==> src/rtl/btn_device_multi.sv <==
// Multi-channel push-button conditioner: 2-FF sync, tick-sampled hysteresis debounce,
// press/release edges, long-press and auto-repeat pulses per channel.
module btn_device_multi #(
  parameter int NUM_BTN      = 4,
  parameter int F_COUNT      = 1000,
  parameter int DB_DEPTH     = 8,
  parameter int LONG_TICKS   = 50000,
  parameter int REPEAT_TICKS = 10000
) (
  input  logic               clk,
  input  logic               rst,
  input  logic [NUM_BTN-1:0] i_btn,
  output logic [NUM_BTN-1:0] o_level,
  output logic [NUM_BTN-1:0] o_rise,
  output logic [NUM_BTN-1:0] o_fall,
  output logic [NUM_BTN-1:0] o_long,
  output logic [NUM_BTN-1:0] o_repeat
);

  localparam int CW = (F_COUNT > 1) ? $clog2(F_COUNT) : 1;
  localparam int HW = $clog2(LONG_TICKS + 1);
  localparam int RW = (REPEAT_TICKS > 0) ? $clog2(REPEAT_TICKS + 1) : 1;

  localparam logic [CW-1:0] CNT_MAX = CW'(F_COUNT - 1);
  localparam logic [HW-1:0] HOLD_MAX = HW'(LONG_TICKS);
  localparam logic [HW-1:0] HOLD_M1  = HW'(LONG_TICKS - 1);
  localparam logic [RW-1:0] REP_M1   = RW'((REPEAT_TICKS > 0) ? REPEAT_TICKS - 1 : 0);

  logic [CW-1:0] cnt_q, cnt_d;
  logic          tick;

  logic [NUM_BTN-1:0]               sync1_q, sync2_q;
  logic [NUM_BTN-1:0][DB_DEPTH-1:0] sr_q, sr_d;
  logic [NUM_BTN-1:0]               level_q, level_d, level_dly_q;
  logic [NUM_BTN-1:0][HW-1:0]       hold_q, hold_d;
  logic [NUM_BTN-1:0][RW-1:0]       rep_q, rep_d;
  logic [NUM_BTN-1:0]               long_q, long_d;
  logic [NUM_BTN-1:0]               repeat_q, repeat_d;

  always_comb begin
    tick  = (cnt_q == CNT_MAX);
    cnt_d = tick ? '0 : cnt_q + 1'b1;
  end

  always_comb begin
    sr_d     = sr_q;
    level_d  = level_q;
    hold_d   = hold_q;
    rep_d    = rep_q;
    long_d   = '0;
    repeat_d = '0;
    for (int k = 0; k < NUM_BTN; k++) begin
      // Level follows the shift register the same edge the qualifying sample lands.
      if (tick) begin
        sr_d[k] = {sr_q[k][DB_DEPTH-2:0], sync2_q[k]};
        if (&sr_d[k])
          level_d[k] = 1'b1;
        else if (~|sr_d[k])
          level_d[k] = 1'b0;
      end

      if (!level_q[k]) begin
        hold_d[k] = '0;
        rep_d[k]  = '0;
      end else if (tick) begin
        if (hold_q[k] == HOLD_M1) begin
          hold_d[k] = HOLD_MAX;
          long_d[k] = 1'b1;
        end else if (hold_q[k] != HOLD_MAX) begin
          hold_d[k] = hold_q[k] + 1'b1;
        end

        if ((REPEAT_TICKS > 0) && (hold_q[k] == HOLD_MAX)) begin
          if (rep_q[k] == REP_M1) begin
            rep_d[k]    = '0;
            repeat_d[k] = 1'b1;
          end else begin
            rep_d[k] = rep_q[k] + 1'b1;
          end
        end
      end
    end
  end

  always_ff @(posedge clk or negedge rst) begin
    if (!rst) begin
      cnt_q       <= '0;
      sync1_q     <= '0;
      sync2_q     <= '0;
      sr_q        <= '0;
      level_q     <= '0;
      level_dly_q <= '0;
      hold_q      <= '0;
      rep_q       <= '0;
      long_q      <= '0;
      repeat_q    <= '0;
    end else begin
      cnt_q       <= cnt_d;
      sync1_q     <= i_btn;
      sync2_q     <= sync1_q;
      sr_q        <= sr_d;
      level_q     <= level_d;
      level_dly_q <= level_q;
      hold_q      <= hold_d;
      rep_q       <= rep_d;
      long_q      <= long_d;
      repeat_q    <= repeat_d;
    end
  end

  assign o_level  = level_q;
  assign o_rise   = level_q & ~level_dly_q;
  assign o_fall   = ~level_q & level_dly_q;
  assign o_long   = long_q;
  assign o_repeat = repeat_q;

endmodule

==> config.mk <==
export PLATFORM = sky130hd
export DESIGN_NAME = btn_device_multi
export DESIGN_NICKNAME = d
export VERILOG_FILES = /design/src/rtl/btn_device_multi.sv
export SDC_FILE = /design/constraint.sdc
export NUM_CORES = 1
export LEC_CHECK = 0
export ABC_AREA = 1
export BUFFER_PORTS_ARGS = -buffer_cell sky130_fd_sc_hd__buf_2
export CORE_UTILIZATION = 45
export CTS_CLUSTER_DIAMETER = 60
export DETAILED_ROUTE_END_ITERATION = 10
export HOLD_SLACK_MARGIN = 0.15
export SETUP_SLACK_MARGIN = 0.1
export SLEW_MARGIN = 20
export SYNTH_ARGS = -nofsm -noshare
export SYNTH_HDL_FRONTEND = slang
export SYNTH_SLANG_ARGS = --single-unit
==> constraint.sdc <==
create_clock -name clk -period 4.68 [get_ports clk]
set_input_delay 0.936 -clock clk [delete_from_list [all_inputs] [get_ports clk]]
set_output_delay 0.936 -clock clk [all_outputs]
set_load 0.05 [all_outputs]
Yosys cells after proc, flatten, opt, wreduce, memory -nomap -nowiden
Index checks and enable logic that the tools add are counted.

Add/subtract/negate cells: 9. Multiply operators: 0. Divide/modulo/power cells: 0. Order comparisons: 0. Eq/ne operators: 33. Shift-type cells: 0. Muxes and demuxes: 69. Bitwise operators: 4. Reduce and logical (&&, ||, !) cells: 20.

Operators by type and width (number): two-way mux 16 bit (16); two-way mux 14 bit (16); equality test 16 bit, second input constant (8); adder 16 x 1 -> 16 bit, second input constant (4); != test 16 bit, second input constant (4); adder 14 x 1 -> 14 bit, second input constant (4); equality test 14 bit, second input constant (4); two-way mux 1 bit (36); AND reduction 8 bit (4); OR reduction 8 bit (4); AND reduction 2 bit (12); != test 2 bit, second input constant (8); != test 3 x 1 -> 1 bit, second input constant (4); adder 10 x 1 -> 10 bit, second input constant (1); equality test 10 bit, second input constant (1); two-way mux 10 bit (1); AND 4 bit (2); != test 2 x 1 -> 1 bit, second input constant (4); NOT 4 bit (2).

Register bits: 182. Latch bits: 0. Memory bits (writable): 0. ROM bits: 0. Word-level logic and storage cells: 157. Memories: 0.

Longest topological paths before layout
Gate-level depths: netlist (run 1).

Depth in word-level cells: 5. Mapped depth: 12. Gate-level depth less buffers: 12.

Worst setup path after synthesis (run 1)
OpenSTA, ideal clock, no wires.

Path kind: register to output. Start: register level_q[1], in the netlist o_level[1]. End: output port o_rise[1]. Data arrival time: 1.928 ns. Data required time: 3.744 ns. Setup slack: 1.816 ns. Cell stages (with the launch flop): 5. Path buffers: 2. Cell sequence: dfrtp_1 > buf_2 > buf_1 > inv_1 > nor2_1.

Word-level cells in the longest chain between the ends: 1.

RTL lines: start, declared (RTL line 34) `logic [NUM_BTN-1:0] level_q, level_d, level_dly_q;`; start signal, assigned (RTL line 102) `level_q <= level_d;`; AND 4 bit (RTL line 112) `assign o_rise = level_q & ~level_dly_q;`; end, declared (RTL line 14) `output logic [NUM_BTN-1:0] o_rise,`.

Every way passes these cells.

Worst setup path in the final report (run 1)
Ends and elaborated chain as after synthesis.

==> results of run 1 <==
[critical path: stages (launching register included)]
cell and delay [ns]:
dfrtp_1 1.02, inv_1 0.21, nor2_1 0.14, buf_2 0.27
[routing by layer]
layer	routed length (µm)	track usage	vias up
met5	0	0	-
met4	178	0.0428	0
met3	641	0.0326	15
met1	12400	0.289	4415
li1	-	-	5016
met2	10900	0.317	113
[cells in the final DEF (no fill, tap or decap), types with 5 or more instances in the layout]
cell,netlist,final
a21oi_1,5,5
buf_2,11,24
buf_4,3,7
clkbuf_16,0,17
dfrtp_1,182,182
ha_1,17,17
inv_1,161,161
inv_2,6,6
inv_8,0,5
nand2_1,465,465
nand2_2,11,11
nand3_1,172,172
nand4_1,56,56
nor2_1,205,205
nor2_2,8,8
nor2_4,16,16
nor3_1,32,32
nor4_1,5,5
o21ai_0,60,60
o21ai_1,34,34
o21ai_2,7,7
or2_2,7,7
xnor2_1,8,8
xor2_1,36,36
[cell families after synthesis]
| family | count (synthesis) | share of synthesized area |
|---|---|---|
| xor gates and xnor gates | 44 | 0.0348 |
| AOI/OAI and AO/OA | 110 | 0.0528 |
| DFF | 182 | 0.411 |
| buffers and inverters | 205 | 0.0805 |
| adders and majority gates | 17 | 0.0192 |
| and+or+nand+nor | 995 | 0.402 |
[through the flow]
step / utilization / total power, mW / hold WS (ns)
6_report: 0.496 / 3.13 / 0.351
5_1_grt: 0.496 / 3.25 / 0.358
4_1_cts: 0.496 / 3.19 / 0.352
3_5_place_dp: 0.471 / 1.65 / 0.335
3_3_place_gp: 0.471 / 1.65 / 0.333
2_1_floorplan: - / 1.61 / 0.331
[worst max path at each step]
stage,depth (start not counted),endpoint,start,slack (ns)
2_1_floorplan,4,o_rise[1],o_level[1],1.82
3_3_place_gp,8,rep_q[21],cnt_q[0],2.13
3_5_place_dp,3,o_rise[1],o_level[1],2.10
4_1_cts,3,o_rise[1],o_level[1],1.62
5_1_grt,3,o_rise[1],o_level[1],1.53
6_report,3,o_rise[1],o_level[1],1.67
[Yosys cell counts, types with 7 or more instances]
cell / instances
nand2_1: 465
nor2_1: 205
dfrtp_1: 182
nand3_1: 172
inv_1: 161
o21ai_0: 60
nand4_1: 56
xor2_1: 36
o21ai_1: 34
nor3_1: 32
ha_1: 17
nor2_4: 16
buf_6: 13
buf_2: 11
nand2_2: 11
clkbuf_1: 9
nor2_2: 8
xnor2_1: 8
o21ai_2: 7
or2_2: 7
[registers in the layout, summed over array words and instances (netlist names), 10 cells and up]
signal / count
cnt_q: 10
sr_q: 28
hold_q: 64
rep_q: 56
[area by class of cell]
class                   count  area share
clock inverters            14      0.0154
repair buffers             32      0.0155
well taps                 324      0.0337
inverters                 167      0.0521
clock buffers              18      0.0365
multi-input cells        1166       0.469
flip-flops and latches    182       0.378
[power by group]
part / switching [mW] / leakage (nW) / internal, mW
sequential: 0.00139 / 2.51 / 1.57
clock: 0.688 / 0.308 / 0.832
combinational: 0.0329 / 2.71 / 0.00449
total: 0.722 / 5.52 / 2.41
==> results summary, run 1 <==
In the routed layout, each cell is associated on average with a via count of 5.02. The leftover overflow at the end of global routing is 0. The total global routing track utilization came out at 0.200. The cell area after synthesis came out at 0.0111 mm². The analysis attributes to cell leakage a power of 5.52 nW. The number of global-route vias before repair came out at approximately 9000. The clock latency at the later pin of the worst-skew pair is between 0.4 and 0.5 ns. The final number of max-transition violations is 0. The routed length per placed instance is ~13 µm. The horizontal extent of the die came out at 159 µm. The cell area after layout is 0.0120 mm². Across the whole layout, storage elements account for 0.00455 mm². The reg2reg setup slack is 2.10 ns. The tree is rooted in a clkbuf_16. TritonCTS built the clock tree. The capturing point of the worst reg2reg path is rep_q[21].

The number of warnings reported in the yosys synthesis log is 0. The final route contains 9559 vias. The start-to-end type of the worst setup path is reg -> out. After filler insertion, the fill cell instance count of the layout stands at 2432. The number of endpoints with negative hold slack in the final report came out at 0. The ratio of final minimum period to clock period came out at 0.642. The total area inside the core boundary comes to 0.0242 mm².

The fraction of final layout cells sized beyond drive strength 1 is 0.0830. Once detailed placement completed, the half-perimeter wirelength came to roughly 17000 µm. The initial utilization of the core area, before any placement, comes to 0.457. Buffers inserted to repair hold after CTS numbered 0. For this run, the top clock speed supported by timing is between 300 and 400 MHz. Counting every sink on the clock net gives between 150 and 200.

The synthesized net count is 1576. The number of nets with antenna violations after routing came out at 0. Clock tree synthesis inserted a total of 17 buffers. Summing all multi-input logic gate instances after layout gives 0.00564 mm². Counting flops with a built-in enable in the synthesized netlist gives 0. The antenna diode count is 0. The largest fanout on the critical path is 27. The path with the worst hold slack has its endpoint at sync2_q[2]. The run finished with clean final reports. The required arrival time at the worst endpoint came out at 3.74 ns.

The most used flip-flop cell after synthesis is dfrtp_1. The H-tree depth came out at 4. The fraction of registers with async set or reset after synthesis came out at 1.00. The post-layout worst setup margin is 1.67 ns. The cell area after placement is between 0.01 and 0.015 mm². Summed over all instances, the cell type with the most area after synthesis is dfrtp_1.

The min-delay analysis places its worst path in the category reg -> reg. The startpoint identified for the worst hold timing path is sync1_q[2]. The worst path needs 3.01 ns of the cycle, external delays included. The number of input and output port buffers inserted came out at 25.

The cell count after synthesis is 1553. The clock transition time at the flip-flop clock pins of the worst setup and hold paths came out at approximately 0.070 ns. The initial antenna violation count is 0.

By area the synthesized netlist is led by dfrtp_1 (41%), nand2_1 (16%), nand3_1 (7.8%), nor2_1 (6.9%), inv_1 (5.5%). The total negative setup slack is 0 ns. The wire length of the first global-routing pass is 42400 µm.

The final setup violation count is 0. The net total in the final layout is between 1500 and 2000. The measured slew at the worst slew-check pin came out at 1.02 ns. The unique cell type count in the Yosys netlist came out at 37.

The die outline height came out at between 150 and 200 µm. The first detailed-routing pass took 5 iterations. The buffer levels on the longest clock path came out at 2. The count of placed standard cells including taps came out at 1871.

The critical path arrival came out at between 2 and 2.5 ns. The total wire length is 24100 µm. The maximum vdd ir drop is 0.000172 V.

Compared with the post-synthesis result, the final layout area differs by 8.58%. The final weighted congestion of routability-driven global placement is about 0.87. Setup repair after global routing left no endpoint under its margin. The clock tree skew after final layout is 0.0179 ns. Dividing total power by cell area gives a power density of 260 mW/mm². The full die area came out at 0.0253 mm². The sequential fraction of the synthesis area came out at 0.411. The starting DRC count in detailed routing is about 670. The number of top-level pins came out at 26. The startpoint identified for the worst register-to-register timing path is cnt_q[0]. The number of cell rows came out at 57. The register bit total from synthesis came out at 182. Dividing the synthesized area by the synthesized cell count gives 7.14 µm².

After clock tree synthesis, the repair step resized 0 gates. Entering global routing, the biggest net connects 107 pins. The number of design rule violations left after detail routing is 0. The count of placed standard cells in the final layout, fillers left out is 1903. The tool flagged a number of max-cap violations equal to 0. The area share of the leading cell type in the synthesized netlist is 0.411. STA classifies the critical path startpoint as a flip-flop.

The cell depth of the worst flop-to-flop path came out at 8. OpenSTA, run right after detailed placement, puts the worst setup slack at 2.10 ns. The setup fix buffers added after clock tree synthesis came out at 0. Headroom to the max-slew limit came out at 0.321. The cell depth of the worst hold path came out at 0.

The category of the worst setup path capture point is an output port.
Note: power is estimated with default switching activity, not from simulation.
==> inputs of run 2 (changes only) <==
Clock period 4.68 ns to 2.5 ns, I/O delays scaled along.
==> run 2 against run 1 <==
Compared with the run above:
- clock-buffer cell count is 1 higher
- die area is the same
- global-route usage shrank 0.16 points
- clock power is 78% higher
- critical endpoint is now rep_q[14]
- critical path type is now reg -> reg
- sequential share of layout area is 0.24 points lower
- via count decreased by 0.96%
- final cell count increased by 0.58%
- design area up 0.64%
- sequential power increased by 87%
- utilization grew 0.32 points
- clock skew is 0.0036 ns lower
==> results summary, run 2 (same netlist as run 1, synthesis figures left out) <==
The cell depth of the worst flop-to-flop path is 8. The maximum number of pins on one net before global-route repair is 64. The detailed-routing iteration count for the pre-antenna-repair pass came out at 5.

The post-cts hold buffer count is 1. The reg-to-reg startpoint is cnt_q[0]. For this block, the initial DRC count from the detailed router was 449. The cell area after placement is 0.0115 mm². Using the TritonRoute via totals, the vias-per-cell ratio works out to 4.95. The cell area after layout is 0.0121 mm². The wire length of the first global-routing pass is roughly 42000 µm.

The largest registers in the layout are hold_q: 64 flops, rep_q: 56 flops, sr_q: 28 flops. The reg2reg setup slack came out at about 0.38 ns. The worst setup path is launched from a flip-flop. Clock skew on the completed layout was measured at 0.0144 ns. The number of flip-flops under the largest register name is 64. Setup total negative slack on the finished layout was measured at 0 ns. The effective utilization at floorplan came out at 0.457. Detailed routing placed a total of 10600 µm of wire on met2. The initial antenna violation count came out at 0. Gates resized during post-CTS repair numbered 0.

In the final layout, the share of cells above drive strength 1 is 0.0887. The count of placed standard cells in the final layout, fillers left out came out at 1914. The leakage power total came out at around 5.6 nW. Leaving out fill and tap cells, the most frequent cells in the layout are nand2_1 (465), nor2_1 (204), dfrtp_1 (182), nand3_1 (172), inv_1 (161). The floorplan has 57 rows. In this run the most critical hold path is launched from i_btn[3].

Static timing analysis puts the maximum clock frequency at 472 MHz. The routed length per placed instance came out at 12.5 µm. The run finished with clean final reports. The start-to-end type of the worst setup path is reg -> reg.

In this run the worst hold path is classified as in -> reg. The number of global-route vias before repair came out at around 8900. The final total power is 5.74 mW. The normalized max-slew margin came out at 0.639. The max-capacitance violation count came out at 0.

The number of top-level pins came out at 26. The cell depth of the worst hold path came out at 1. The die outline height is 159 µm. In the routed design, unresolved DRC markers number 0.

The critical path arrival is ~2.4 ns. The total global routing track utilization came out at 0.199. The endpoint with the worst hold slack is sync1_q[3]. In the finished design, the share of the clock period the worst path needs comes to 0.848. From synthesis to final layout, the design area changed by 9.28%. The CTS tree is yes. The leftover overflow at the end of global routing is 0.

Signal routing reaches up to met4. The post-layout worst setup margin came out at roughly 0.38 ns. The number of nets with antenna violations after routing is 0. The clock latency at the later pin of the worst-skew pair came out at 0.43 ns. The worst hold slack came out at about 0.17 ns.

0 antenna diodes ended up in the layout. The maximum vdd ir drop came out at 0.000372 V. The root buffer cell chosen for the clock tree is clkbuf_16. Setup repair after global routing left no endpoint under its margin. STA classifies the critical path endpoint as a flip-flop. Measured along the x axis, the die boundary spans 159 µm. Clock-pin slew was measured on the worst setup and hold paths at approximately 0.070 ns. Including well taps, the total number of placed cells is 1881.

The register with the most flip-flops in the final layout is hold_q. The routed layout has ~9500 vias. The H-tree was split into 4 levels. The placed wire-length estimate after detailed placement is 17000 µm. The congestion estimate from routability-driven global placement came to 0.860. The full die area came out at around 0.025 mm². At the end of the flow the core is filled with cells to 0.500.

After detailed routing, the wire length on met1 is 12400 µm. The number of endpoints with negative hold slack in the final report came to 0. The final setup violation count came out at 0. Counting along the longest clock path gives a buffer depth of 2. The routed length on met3 came out at 607 µm. The power density over the cells is 474 mW/mm². For this run, the post-layout net count is 1600.

The final critical-path required period is 2.12 ns. The total wire length came out at about 24000 µm. The core area is between 0.02 and 0.025 mm². The largest fanout on the critical path is 19. The endpoint identified for the worst register-to-register timing path is rep_q[14]. The CTS buffer count came out at 17. The TritonCTS sink count is 182. The setup fix buffers added after clock tree synthesis came out at 0. The final number of max-transition violations is 0. The required arrival time at the worst endpoint is 2.81 ns.

Leaving out fill and tap cells, the most frequent cell in the layout is nand2_1. The measured slew at the worst slew-check pin is 0.542 ns. The worst slack at placement came out at 0.344 ns. The number of input and output port buffers inserted is 25.
==> run 2: cell types whose count changed in the layout (fill, tap and decap cells not counted), moves of 2 or more <==
cell / previous run / this run
clkinvlp_4: 0 / 5
buf_4: 7 / 15
buf_12: 0 / 2
inv_8: 5 / 0
clkinv_4: 4 / 2
==> run 2: worst max-delay path by stage <==
stage | from | depth (start not counted) | endpoint
2_1_floorplan | o_level[2] | 3 | o_rise[2]
3_3_place_gp | cnt_q[0] | 8 | rep_q[14]
3_5_place_dp | cnt_q[0] | 8 | rep_q[21]
4_1_cts | cnt_q[0] | 8 | rep_q[14]
5_1_grt | cnt_q[0] | 8 | rep_q[14]
6_report | cnt_q[0] | 8 | rep_q[14]
==> run 2: final cells by class <==
class / count / area, µm²
Sequential cell: 182 / 4550
Clock inverter: 13 / 146
Fill cell: 2443 / 12100
Tap cell: 324 / 405
Clock buffer: 19 / 443
Multi-Input combinational cell: 1166 / 5640
Timing Repair Buffer: 43 / 297
Inverter: 167 / 627
==> run 2: power breakdown <==
| group | internal, mW | total (mW) | switching (mW) |
|---|---|---|---|
| clock network | 1.51 | 2.71 | 1.20 |
| logic | 0.0148 | 0.0768 | 0.0620 |
| registers | 2.95 | 2.95 | 0.00324 |
| total | 4.47 | 5.74 | 1.26 |
==> run 2: metal layers <==
layer,vias up,track usage
met5,-,0
met2,107,0.315
li1,5029,-
met1,4310,0.284
met4,0,0.0568
met3,21,0.0281
==> run 2: worst max-delay path, cell delays in order (launching register included) <==
cell	delay, ns
dfrtp_1	0.37
ha_1	0.17
nand2_1	0.08
nor2_2	0.18
nand3b_4	0.32
nand2_1	0.34
nand2_1	0.32
nor2_1	0.17
a21oi_1	0.06
==> inputs of run 3 (changes only) <==
Settings changed: ABC_AREA 1 to 0.
Clock period 2.5 ns to 2.2 ns, I/O delays scaled along.
==> run 3 against run 2 <==
Compared with the run above:
- worst hold slack improved by 0.18 ns
- die area decreased by 14%
- design area decreased by 1.4%
- worst setup slack got worse by 0.34 ns
- total power increased by 15%
- maximum frequency decreased by 2.1%
- non-clock buffer count increased by 114
- critical path type unchanged
==> results summary, run 3 <==
The final number of max-transition violations came out at 0. The final total power is about 6.6 mW. Once layout is complete, the utilization of the core stands at 0.583. The share of power burned in the clock network came out at 0.478. The net switching component of the power is about 1.5 mW. The critical path arrival came out at between 2 and 3 ns.

The count of placed standard cells including taps is 1405. The count of placed standard cells in the final layout, fillers left out is 1458. In this run the number of cells on the critical path is 8.

The largest individual stage delay along the critical path comes from the cell or4_4. The most instantiated library cell after synthesis is dfrtp_1. Entering global routing, the biggest net connects 43 pins. The antenna diode count came out at 0. The full die area is 0.0217 mm². The unique cell type count in the Yosys netlist came out at 65. The number of design rule violations left after detail routing came out at 0. The sequential fraction of the synthesis area is 0.479.

The H-tree depth is 4. The die is roughly 150 µm tall. At the end of routability-driven placement, the weighted congestion stood at 0.849. Relative to the synthesized area, the layout overhead comes to 25.5%. The library cells used most frequently in the layout, excluding fill and tap cells, are dfrtp_1 (179), nand2_1 (160), buf_4 (109), nand3_1 (65), nor2_1 (60). The region available for standard cell placement spans 0.0205 mm².

The required arrival time at the worst endpoint came out at 2.56 ns. The max-capacitance violation count is 0. The number of top-level pins is 26. The fraction of final layout cells sized beyond drive strength 1 is 0.223.

The share of synthesized area in the top cell type comes to 0.479. The cell depth of the worst flop-to-flop path came out at 8. The worst setup path is launched from a flip-flop. The final critical-path required period is between 2 and 2.5 ns. Yosys mapped a number of flops with a built-in enable equal to 0. The number of input and output port buffers inserted came out at 25. By count the netlist is led by dfrtp_1 (182), nand2_1 (163), nand3_1 (72), nor2_1 (63), o21ai_0 (56). The peak per-stage delay on the critical path is roughly 0.51 ns. The reg-to-reg startpoint is hold_q[32]. The source of the worst hold timing path is sync1_q[1].

The most critical setup path has its startpoint at hold_q[32]. Measured against its own limit, the worst slew margin works out to 0.605. The detailed-route via count came out at 8234. Setup violations remaining at the end of the flow were counted as 0. Of the total power, registers draw 0.508. The run finished with clean final reports. The effective utilization at floorplan came out at 0.464. The measured slew at the worst slew-check pin came out at 0.588 ns.

The capturing element of the worst setup path is rep_q[29]. The worst setup path is captured at a flip-flop. The maximum vdd ir drop is 0.000559 V.

The largest fanout on the critical path came out at 5. Ranked by flip-flop count, first place goes to hold_q. The number of endpoints with negative hold slack in the final report is 0. The fraction of power spent switching nets came out at 0.225.

The reg2reg setup slack came out at approximately 0.036 ns. The largest registers in the layout are hold_q: 64 flops, rep_q: 56 flops, sr_q: 28 flops. The number of global-route vias before repair is 7960. The cell area after synthesis came out at 0.00952 mm².

By area the synthesized netlist is led by dfrtp_1 (48%), nand2_1 (6.4%), nand3_1 (3.8%), o21ai_0 (2.9%), nand4_1 (2.7%). The number of fill cells came out at 1774. The clock transition time at the flip-flop clock pins of the worst setup and hold paths is 0.08 ns. The clock tree skew after final layout came out at about 0.013 ns. Detailed placement finished with a half-perimeter wire length of 15400 µm. The buffer and inverter count on the worst path came out at 2. The routed length per placed instance is roughly 15 µm. The CTS tree is yes.

The average via count per standard cell came out at 5.65. The analysis attributes to cell leakage a power of 5.11 nW. The number of cell rows is 52. The fraction of registers with async set or reset after synthesis came out at 1.00. The detailed router finished its first iteration with 455 violations.

The synthesized net count is 1061. The buffer levels on the longest clock path came out at 2. In this run the critical register-to-register path is captured at rep_q[29]. The net total in the final layout is 1198.

The ratio of final minimum period to clock period came out at 0.984. Setup repair after global routing could not meet its margin everywhere. The relative contribution of combinational cells to total power is 0.014. The total global routing track utilization is 0.217. The signal on the critical path passes through inv_1 -> ha_1 -> or4bb_4 -> or4_4 -> buf_6 -> nor2_4 -> nand3b_1 -> a21oi_1.

The clock latency at the later pin of the worst-skew pair is roughly 0.43 ns. The synthesized design spends more area on one cell type than any other, namely dfrtp_1. The family with the most delay on the worst path is simple AND/OR/NAND/NOR gates. In this run the remaining antenna-violating nets after routing total 0. Clock tree synthesis selected as its root buffer the cell clkbuf_16. For this design, the sink count on the clock tree is 182. The initial antenna violation count is 0. The register with the most flip-flops in the layout has 64 of them. The total overflow left after global routing is 0.

The synthesized area divided by synthesized cell count came out at around 9 µm². Synthesis produced approximately 1000 cells. The start-to-end type of the worst setup path is reg -> reg.

The CTS buffer count came out at 17. The detailed-routing iteration count for the pre-antenna-repair pass is 5. The power density over the cells came out at 553 mW/mm². The most common flop cell mapped by yosys is dfrtp_1. The final layout contains routed wiring with a total length of around 22000 µm. The internal power is 5.12 mW. The number of warnings reported in the yosys synthesis log is 0. Leaving out fill and tap cells, the most frequent cell in the layout is dfrtp_1.

The wire length of the first global-routing pass came out at 38800 µm. The horizontal extent of the die came out at 147 µm. Static timing analysis puts the maximum clock frequency at 462 MHz. The register bit total from synthesis came out at 182. The type of the worst min-delay path is reg -> reg.
==> run 3: worst min path at each step <==
stage | end | slack (ns) | cells after the start
2_1_floorplan | cnt_q[0] | 0.14 | 0
3_3_place_gp | sync2_q[1] | 0.33 | 0
3_5_place_dp | sync2_q[3] | 0.33 | 0
4_1_cts | sync2_q[3] | 0.35 | 0
5_1_grt | sync2_q[3] | 0.36 | 0
6_report | sync2_q[1] | 0.35 | 0
==> run 3: cells by family after synthesis <==
group | count (synthesis) | share of synthesized area
and+or+nand+nor | 535 | 0.301
AOI/OAI and AO/OA | 198 | 0.137
DFF | 182 | 0.479
buffers and inverters | 71 | 0.0284
xor gates and xnor gates | 31 | 0.0285
adders and majority gates | 17 | 0.0223
muxes | 4 | 0.00434
==> run 3: layout make-up <==
type / count / area [µm²] / share of cell area
tap: 270 / 338 / 0.0283
inverter: 32 / 124 / 0.0104
clock inverter: 14 / 165 / 0.0138
clock buffer: 18 / 439 / 0.0368
sequential: 182 / 4560 / 0.381
multi-input combinational: 785 / 5080 / 0.425
timing repair buffer: 157 / 1250 / 0.105
==> run 3: per-stage QoR <==
stage	cell area [µm²]	setup slack (ns)	hold slack, ns	TNS, ns
global route	11900	-0.0814	0.362	-0.243
CTS	11600	0.0551	0.351	0
global placement	10800	-0.0147	0.333	-0.0147
floorplan	9640	0.00803	0.144	0
finish	11900	0.0361	0.350	0
detailed placement	10800	-0.0570	0.335	-0.281
==> run 3: worst register-to-register path: cells and delay by family, from the launching register on <==
family                     cells  cell delay (ns)
adders and majority gates      1             0.13
and+or+nand+nor                4             1.23
buffers and inverters          2             0.21
DFF                            1             0.38
AOI/OAI and AO/OA              1             0.14
==> run 3: timing repair <==
action	in CTS	in global routing
gates cloned	0	1
pin swaps	14	28
buffers inserted	5	10
endpoints found under the setup margin	70	90
hold endpoints to repair	38	0
hold buffers	5	0
gates resized for setup	26	69
==> run 3: per-layer routing <==
metal	vias to the layer above	wire, µm	track usage
li1	4092	-	-
met1	4008	11200	0.309
met2	114	10500	0.347
met3	20	591	0.0330
met4	0	201	0.0546
met5	-	0	0
==> run 3: power groups by stage <==
stage / Clock (mW) / Combinational [mW] / Sequential, mW
finish: 3.16 / 0.0945 / 3.36
global route: 3.38 / 0.113 / 3.35
CTS: 3.23 / 0.101 / 3.35
detailed placement: 0 / 0.0945 / 3.42
global placement: 0 / 0.0936 / 3.42
floorplan: 0 / 0.00329 / 3.42
